## src/rtl/acq_sequencer.sv

```systemverilog
// Acquisition sequencer: decodes ASCII PIO commands, owns trigger configuration,
// and steps IDLE -> HOLD -> WAIT_TRIG -> CAPTURE -> READY for one DEPTH-sample waveform.
module acq_sequencer #(
  parameter int DEPTH     = 1000,
  parameter int ADDR_W    = 10,
  parameter int HOLDOFF   = 100,
  parameter int TIMEOUT_W = 24,
  parameter int TIMEOUT   = 16777215
) (
  input  logic              clk,
  input  logic              reset_n,
  input  logic [7:0]        cmd,
  input  logic              trig_in,
  input  logic              rd_done,
  output logic              trig_src,
  output logic              trig_slope,
  output logic              delay_sel,
  output logic              auto_en,
  output logic              wr_en,
  output logic [ADDR_W-1:0] wr_addr,
  output logic              wave_ready,
  output logic              busy,
  output logic [15:0]       wave_number,
  output logic              timed_out
);

  localparam logic [7:0] CMD_ARM   = 8'h41;
  localparam logic [7:0] CMD_RUN   = 8'h52;
  localparam logic [7:0] CMD_STOP  = 8'h53;
  localparam logic [7:0] CMD_FORCE = 8'h46;
  localparam logic [7:0] CMD_TSRC  = 8'h54;
  localparam logic [7:0] CMD_TSLP  = 8'h4C;
  localparam logic [7:0] CMD_TDLY  = 8'h44;
  localparam logic [7:0] CMD_TAUTO = 8'h55;

  localparam int HOLD_W = (HOLDOFF > 1) ? $clog2(HOLDOFF) : 1;

  localparam logic [ADDR_W-1:0]    LAST_ADDR = ADDR_W'(DEPTH - 1);
  localparam logic [TIMEOUT_W-1:0] TO_LAST   = TIMEOUT_W'(TIMEOUT - 1);
  localparam logic [HOLD_W-1:0]    HOLD_LAST = HOLD_W'(HOLDOFF - 1);

  typedef enum logic [2:0] {IDLE, HOLD, WAIT_TRIG, CAPTURE, READY} state_t;

  // With no holdoff the delay line needs no filling, so arming skips HOLD.
  localparam state_t ARM_STATE = (HOLDOFF == 0) ? WAIT_TRIG : HOLD;

  state_t               state;
  logic [7:0]           cmd_prev;
  logic                 cont;
  logic [HOLD_W-1:0]    hold_cnt;
  logic [TIMEOUT_W-1:0] to_cnt;

  logic cmd_new;
  logic c_stop, c_arm, c_force, c_tsrc, c_tslp, c_tdly, c_tauto;

  // Level-held command word: act only on the cycle it changes.
  assign cmd_new = (cmd != cmd_prev);
  assign c_stop  = cmd_new && (cmd == CMD_STOP);
  assign c_arm   = cmd_new && ((cmd == CMD_ARM) || (cmd == CMD_RUN));
  assign c_force = cmd_new && (cmd == CMD_FORCE);
  assign c_tsrc  = cmd_new && (cmd == CMD_TSRC);
  assign c_tslp  = cmd_new && (cmd == CMD_TSLP);
  assign c_tdly  = cmd_new && (cmd == CMD_TDLY);
  assign c_tauto = cmd_new && (cmd == CMD_TAUTO);

  always_ff @(posedge clk) begin
    if (!reset_n) begin
      state       <= IDLE;
      cmd_prev    <= 8'h00;
      cont        <= 1'b0;
      hold_cnt    <= '0;
      to_cnt      <= '0;
      trig_src    <= 1'b0;
      trig_slope  <= 1'b0;
      delay_sel   <= 1'b0;
      auto_en     <= 1'b0;
      wr_en       <= 1'b0;
      wr_addr     <= '0;
      wave_ready  <= 1'b0;
      busy        <= 1'b0;
      wave_number <= 16'h0000;
      timed_out   <= 1'b0;
    end else begin
      cmd_prev <= cmd;
      // Stop outranks trigger, timeout and readout completion.
      if (c_stop && (state != IDLE)) begin
        state      <= IDLE;
        wr_en      <= 1'b0;
        wave_ready <= 1'b0;
        busy       <= 1'b0;
      end else begin
        case (state)
          IDLE, READY: begin
            if (c_tsrc)  trig_src   <= ~trig_src;
            if (c_tslp)  trig_slope <= ~trig_slope;
            if (c_tdly)  delay_sel  <= ~delay_sel;
            if (c_tauto) auto_en    <= ~auto_en;
            if (c_arm) begin
              state      <= ARM_STATE;
              cont       <= (cmd == CMD_RUN);
              hold_cnt   <= '0;
              to_cnt     <= '0;
              wave_ready <= 1'b0;
              busy       <= 1'b1;
            end else if ((state == READY) && rd_done) begin
              state      <= cont ? ARM_STATE : IDLE;
              hold_cnt   <= '0;
              to_cnt     <= '0;
              wave_ready <= 1'b0;
              busy       <= cont;
            end
          end
          HOLD: begin
            if (hold_cnt == HOLD_LAST) begin
              state  <= WAIT_TRIG;
              to_cnt <= '0;
            end else begin
              hold_cnt <= hold_cnt + HOLD_W'(1);
            end
          end
          WAIT_TRIG: begin
            if (trig_in || c_force) begin
              state     <= CAPTURE;
              wr_en     <= 1'b1;
              wr_addr   <= '0;
              timed_out <= 1'b0;
            end else if (auto_en && (to_cnt == TO_LAST)) begin
              state     <= CAPTURE;
              wr_en     <= 1'b1;
              wr_addr   <= '0;
              timed_out <= 1'b1;
            end else begin
              to_cnt <= to_cnt + TIMEOUT_W'(1);
            end
          end
          CAPTURE: begin
            if (wr_addr == LAST_ADDR) begin
              state       <= READY;
              wr_en       <= 1'b0;
              wave_ready  <= 1'b1;
              wave_number <= wave_number + 16'd1;
            end else begin
              wr_addr <= wr_addr + ADDR_W'(1);
            end
          end
          default: begin
            state <= IDLE;
            wr_en <= 1'b0;
            busy  <= 1'b0;
          end
        endcase
      end
    end
  end

endmodule

```

## config.mk

```make
export PLATFORM = sky130hd
export DESIGN_NAME = acq_sequencer
export DESIGN_NICKNAME = d
export VERILOG_FILES = /design/src/rtl/acq_sequencer.sv
export SDC_FILE = /design/constraint.sdc
export NUM_CORES = 1
export LEC_CHECK = 0
export ABC_CLOCK_PERIOD_IN_PS = 5100
export CAP_MARGIN = 20
export CORE_ASPECT_RATIO = 1.4
export CORE_UTILIZATION = 45
export CTS_CLUSTER_DIAMETER = 200
export DETAILED_ROUTE_END_ITERATION = 7
export PLACE_DENSITY = 0.75
export SLEW_MARGIN = 20
export SYNTH_ARGS = -nofsm -noshare
export SYNTH_HDL_FRONTEND = slang
export SYNTH_SLANG_ARGS = --single-unit
```

## constraint.sdc

```tcl
create_clock -name clk -period 5.1 [get_ports clk]
set_input_delay 1.02 -clock clk [delete_from_list [all_inputs] [get_ports clk]]
set_output_delay 1.02 -clock clk [all_outputs]
set_load 0.05 [all_outputs]
```

==> results of run 1 <==
==> cell families after synthesis <==
| family | after synthesis |
|---|---|
| xor gates and xnor gates | 22 |
| adders and majority gates | 5 |
| DFF | 77 |
| buffers and inverters | 29 |
| and+or+nand+nor | 241 |
| AOI/OAI and AO/OA | 117 |
==> state kept, by name, summed over array words and instances (netlist names) <==
register	flops
to_cnt	24
wave_number	16
wr_addr	10
cmd_prev	8
hold_cnt	7
state	3
auto_en	1
busy	1
cont	1
delay_sel	1
timed_out	1
trig_slope	1
trig_src	1
wave_ready	1
wr_en	1
==> final timing paths <==
kind | cells past startpoint | startpoint | to | slack [ps]
worst min-delay path | 2 | cont | cont | 480
worst min register to register | 2 | cont | cont | 480
worst max register to register | 7 | state[0] | to_cnt[12] | 2230
worst max-delay path | 8 | cmd[3] | wave_number[15] | 1640
==> area by class of cell <==
class	count	area [sq um]
Fill cell	789	3794
Multi-Input combinational cell	385	2283
Sequential cell	77	1541
Timing Repair Buffer	49	480.5
Clock buffer	14	264.0
Tap cell	105	131.4
Inverter	9	33.78
Clock inverter	1	30.03
==> worst max-delay path: stages <==
cell             delay [ps]
clkdlybuf4s50_1         500
xor2_1                  210
nor4_4                  440
a211o_1                 500
nand3_1                 380
nor4_1                  400
xnor2_1                 160
nor2_1                   50
==> power groups by stage <==
stage	clock network, W	registers, W	logic, W
3_3_place_gp	0	0.000620	0.0000459
3_5_place_dp	0	0.000620	0.0000471
2_1_floorplan	0	0.000620	0.0000280
5_1_grt	0.000670	0.000607	0.0000509
6_report	0.000636	0.000607	0.0000469
4_1_cts	0.000646	0.000607	0.0000472
==> cell usage in the layout (no fill, tap or decap), types with 3 or more instances in the layout <==
cell / n
a31o_2: 3
and2_1: 12
buf_4: 4
clkbuf_16: 9
or3_1: 9
ha_1: 5
a21oi_1: 36
o211ai_1: 8
xnor2_1: 9
and3_1: 8
nand2b_1: 3
nand2_1: 42
nand3_1: 40
clkdlybuf4s50_1: 45
nor3_1: 17
or2_2: 4
o21ai_0: 32
nor4_1: 8
or4_1: 5
nor2_1: 54
a31oi_1: 17
xor2_1: 13
inv_1: 8
dfxtp_1: 77
nand4_1: 16
nand3b_1: 4
a21o_1: 3
nand4b_1: 5
clkbuf_1: 3
==> per-stage QoR <==
| step | std cells | utilization |
|---|---|---|
| 2_1_floorplan | 491 | - |
| 3_3_place_gp | 625 | 0.5224 |
| 3_5_place_dp | 625 | 0.5224 |
| 4_1_cts | 640 | 0.5567 |
| 5_1_grt | 640 | 0.5567 |
| 6_report | 640 | 0.5567 |
==> routing by layer <==
layer / vias to the layer above / routed length [microns] / track usage
met5: - / 0 / 0
met1: 1842 / 4052 / 0.2594
met4: 0 / 371 / 0.1226
met2: 92 / 4901 / 0.3916
met3: 29 / 326 / 0.04839
li1: 1890 / - / -
==> flow_summary.toml, run 1 <==
[clocking]
postCtsSetupBuffers = 0
clk_pin_slew_ps = 50
cts.hold.buffers_added = 0
clockBufferDepth = 2
h-tree-depth = 3
cts_resized = 0
clock_sinks = 77
clk_latency_ps = 340
cts_root_buf = "clkbuf_16"
numCtsBuffers = 9
cts_tree = "built"

[timing]
hold_viol = 0
tightest_slew_ps = 904.0
skew_ps = 6.802
finalWorstSetupSlack_ps = 1638
tns_ps = 0
period_share = 0.6788
period_needed_ps = 3462
slew_violations = 0
timing.fmax_mhz = 288.9
slew_headroom = 0.3927
rsz0062_at_grt = "no"
whs_ps = 476.7
setup_viol = 0

[hold_path]
hold_path_class = "reg2reg"

[synth]
synthTopCellsByCount = "dfxtp_1, nor2_1, nand2_1"
async_flop_share = 0
synth-compound-area-share = 0.1859
yosysTopAreaCellShare = 0.3907
yosysWarnings = 0
synth_ff_type = "dfxtp_1"
syn_inst = 491
synth_top_area_cell = "dfxtp_1"
syn_area_per_cell_sq_um = 8.035
synth_top_family_by_area = "simple AND/OR/NAND/NOR gates"
synth-edff-count = 0
synth_area_leaders = "dfxtp_1, nor2_1, nand3_1"
synthDistinctLibCells = 55
synthXorXnorAreaFrac = 0.04884
synthAdderAreaFrac = 0.01586
synth_seq_area_share = 0.3907
synth-simple-area-share = 0.3283
synth_area_sq_um = 3945
synthMuxAreaShare = 0
synth_most_common_cell = "dfxtp_1"
synth_nets = 508
ys_ff_latch = 77

[detailed_routing]
vias = 3853
drt_iter0_markers = 213
viasPerCell = 6.020
ant_nets = 0
routedWlPerCell_microns = 15.08
drc = 0
first_pass_iters = 4
routed_wl_microns = 9651

[pwr]
ir_drop_mv = 0.1965
p_leak_nw = 1.594
swShare = 0.2044
p_comb_frac = 0.036
p_per_area_nw_per_um2 = 270.8
power_switching_w = 0.0002637
p_clk_frac = 0.493
seqPwrFrac = 0.470
internal_power_w = 0.001026
fin_total_pwr_w = 0.001290

[setup_path]
cp-end-kind = "register"
arrival_ps = 3670
worstPathRequired_ps = 5310
startpoint_type = "input port"
critPathMaxFanout = 14
crit_type = "in2reg"

[global_routing]
grt_max_degree = 35
grtUsageTotal = 0.2288
antenna_found_initial = 0
grt_pass1_wl_microns = 16570
grt_overflow = 0
grt_pass1_vias = 3690

[floorplanning]
fp.dieArea_sq_um = 9150
num_io_pins = 46
die_y_microns = 112.8
die_x_microns = 81.13
start_util = 0.4610
row_count = 40
core_area_sq_um = 8558

[finish]
nNetsFinal = 548
finish.instance_area_sq_um = 4765
drive_gt1_frac = 0.06916
diodes = 0
syn_to_final_growth_pct = 20.77

[placed_design]
dpl_cell_area_sq_um = 4471
post-place-ws_ps = 1287
hpwl_microns = 6826
port_buffers = 45
gp_congestion = 0.8764

[run]
maxCapViolCount = 0

[status]
status = "finished clean"
Note: power is estimated with default switching activity, not from simulation.
==> run 2: changes to the inputs <==
--- a/config.mk
+++ b/config.mk
@@ -5,13 +5,13 @@
 export SDC_FILE = /design/constraint.sdc
 export NUM_CORES = 1
 export LEC_CHECK = 0
-export ABC_CLOCK_PERIOD_IN_PS = 5100
+export ABC_CLOCK_PERIOD_IN_PS = 3000
 export CAP_MARGIN = 20
 export CORE_ASPECT_RATIO = 1.4
 export CORE_UTILIZATION = 45
 export CTS_CLUSTER_DIAMETER = 200
 export DETAILED_ROUTE_END_ITERATION = 7
-export PLACE_DENSITY = 0.75
+export PLACE_DENSITY = 0.78
 export SLEW_MARGIN = 20
 export SYNTH_ARGS = -nofsm -noshare
 export SYNTH_HDL_FRONTEND = slang
==> constraint.sdc (replaced) <==
create_clock -name clk -period 3 [get_ports clk]
set_input_delay 0.6 -clock clk [delete_from_list [all_inputs] [get_ports clk]]
set_output_delay 0.6 -clock clk [all_outputs]
set_load 0.05 [all_outputs]
==> flow_summary.toml, run 2 (synthesis gave the netlist of run 1 again) <==
[status]
status = "finished clean"

[pwr]
p_per_area_nw_per_um2 = 458.3
ir_drop_mv = 0.2887
p_leak_nw = 1.757

[finish]
diodes = 0
nNetsFinal = 576
drive_gt1_frac = 0.1206
largest_register_ffs = 24
regMostFlops = "to_cnt"
top_regs = "to_cnt: 24 flops, wave_number: 16 flops, wr_addr: 10 flops"
syn_to_final_growth_pct = 27.24
finish.instance_area_sq_um = 5020
layout_common_cells = "dfxtp_1, nor2_1, clkdlybuf4s50_1"
final_common_cell = "dfxtp_1"

[setup_path]
crit_type = "in2reg"
crit_cells = 8
slowest_delay_ps = 500
cp_cell_sequence = "clkdlybuf4s50_1 > xor2_1 > nor4_4 > a211o_2 > nand3_2 > a211o_4 > or4_1 > a21oi_1"
critPathTopFamily = "simple AND/OR/NAND/NOR gates"
arrival_ps = 2930
critPathMaxFanout = 6
worstPathRequired_ps = 3270
r2r_slack_ps = 450
r2r_cells = 8
cp-end-kind = "register"
startpoint_type = "input port"
cpMaxStageDelayCell = "or4_1"
path_buf_inv = 1

[detailed_routing]
drc = 0
routedWlPerCell_microns = 15.03
first_pass_iters = 6
drt_iter0_markers = 373
ant_nets = 0
routed_wl_microns = 10050
vias = 3981
viasPerCell = 5.951

[clocking]
numCtsBuffers = 9
clk_pin_slew_ps = 60
h-tree-depth = 3
cts.hold.buffers_added = 0
cts_tree = "built"
cts_root_buf = "clkbuf_16"
clockBufferDepth = 2
clk_latency_ps = 330
postCtsSetupBuffers = 0
clock_sinks = 77
cts_resized = 0

[global_routing]
grt_overflow = 0
grt_pass1_wl_microns = 17330
grtUsageTotal = 0.2376
grt_pass1_vias = 3877
grt_max_degree = 44
antenna_found_initial = 0

[hold_path]
holdPathStages = 2
hold_path_class = "reg2reg"

[timing]
rsz0062_at_grt = "no"
tightest_slew_ps = 532.2
slew_violations = 0
hold_viol = 0
slew_headroom = 0.6420
period_share = 0.8866
tns_ps = 0
setup_viol = 0
period_needed_ps = 2660
skew_ps = 9.773
timing.fmax_mhz = 376.0

[floorplanning]
num_io_pins = 46
core_area_sq_um = 8558
row_count = 40
fp.dieArea_sq_um = 9150
die_y_microns = 112.8
start_util = 0.4610
die_x_microns = 81.13

[placed_design]
hpwl_microns = 7023
gp_congestion = 0.8778
port_buffers = 45
dpl_cell_area_sq_um = 4693

[run]
maxCapViolCount = 0
run 2: changes by cell type in the layout (fill, tap and decap cells not counted):
cell / delta
buf_12: +1
buf_4: +27
bufinv_16: +1
clkbuf_1: -2
clkinv_2: +2
run 2: cell type report:
class | count | area, sq um
clock buffer | 12 | 256.5
clock inverter | 4 | 70.07
fill | 740 | 3538
inverter | 9 | 33.78
multi-input combinational | 385 | 2283
sequential | 77 | 1541
tap | 105 | 131.4
timing repair buffer | 77 | 703.2
run 2: worst paths after layout:
kind | startpoint | endpoint
hold / removal | wave_number[1] | wave_number[1]
hold reg to reg | wave_number[1] | wave_number[1]
setup / recovery | cmd[6] | to_cnt[10]
setup reg to reg | state[0] | to_cnt[12]
run 2: metrics by stage:
step	power, W	hold slack [ps]	setup WS [ps]	utilization	std cells
2_1_floorplan	0.001102	442.4	504.1	-	491
3_3_place_gp	0.001143	455.6	22.25	0.5484	653
3_5_place_dp	0.001145	476.6	-5.860	0.5484	653
4_1_cts	0.002325	488.6	350.4	0.5866	669
5_1_grt	0.002379	505.7	173.4	0.5866	669
6_report	0.002301	490.0	340.1	0.5866	669
run 2: where the power goes:
| part | internal (W) | switching [W] | leakage [nW] |
|---|---|---|---|
| Clock | 0.000771 | 0.000407 | 0.163 |
| Sequential | 0.00103 | 0.00000285 | 0.622 |
| Combinational | 0.0000389 | 0.0000521 | 0.972 |
| Total | 0.00184 | 0.000462 | 1.76 |
run 2: metal layers:
| metal | part of all wire | global-route usage | vias up |
|---|---|---|---|
| met5 | 0 | 0 | - |
| met4 | 0.011 | 0.1036 | 0 |
| met3 | 0.046 | 0.05484 | 17 |
| met2 | 0.53 | 0.4123 | 142 |
| met1 | 0.41 | 0.2718 | 1873 |
| li1 | - | - | 1949 |
run 2: worst min-delay path: stages, from the launching register on:
cell     delay [ps]
dfxtp_1         330
nand2_1          60
a21oi_1          50
==> run 3: changes to the inputs <==
--- a/config.mk
+++ b/config.mk
@@ -12,6 +12,7 @@
 export CTS_CLUSTER_DIAMETER = 200
 export DETAILED_ROUTE_END_ITERATION = 7
 export PLACE_DENSITY = 0.78
+export SKIP_LAST_GASP = 1
 export SLEW_MARGIN = 20
 export SYNTH_ARGS = -nofsm -noshare
 export SYNTH_HDL_FRONTEND = slang
==> results of run 3 <==
Final layout, timing and power as in run 2 (identical DEF).
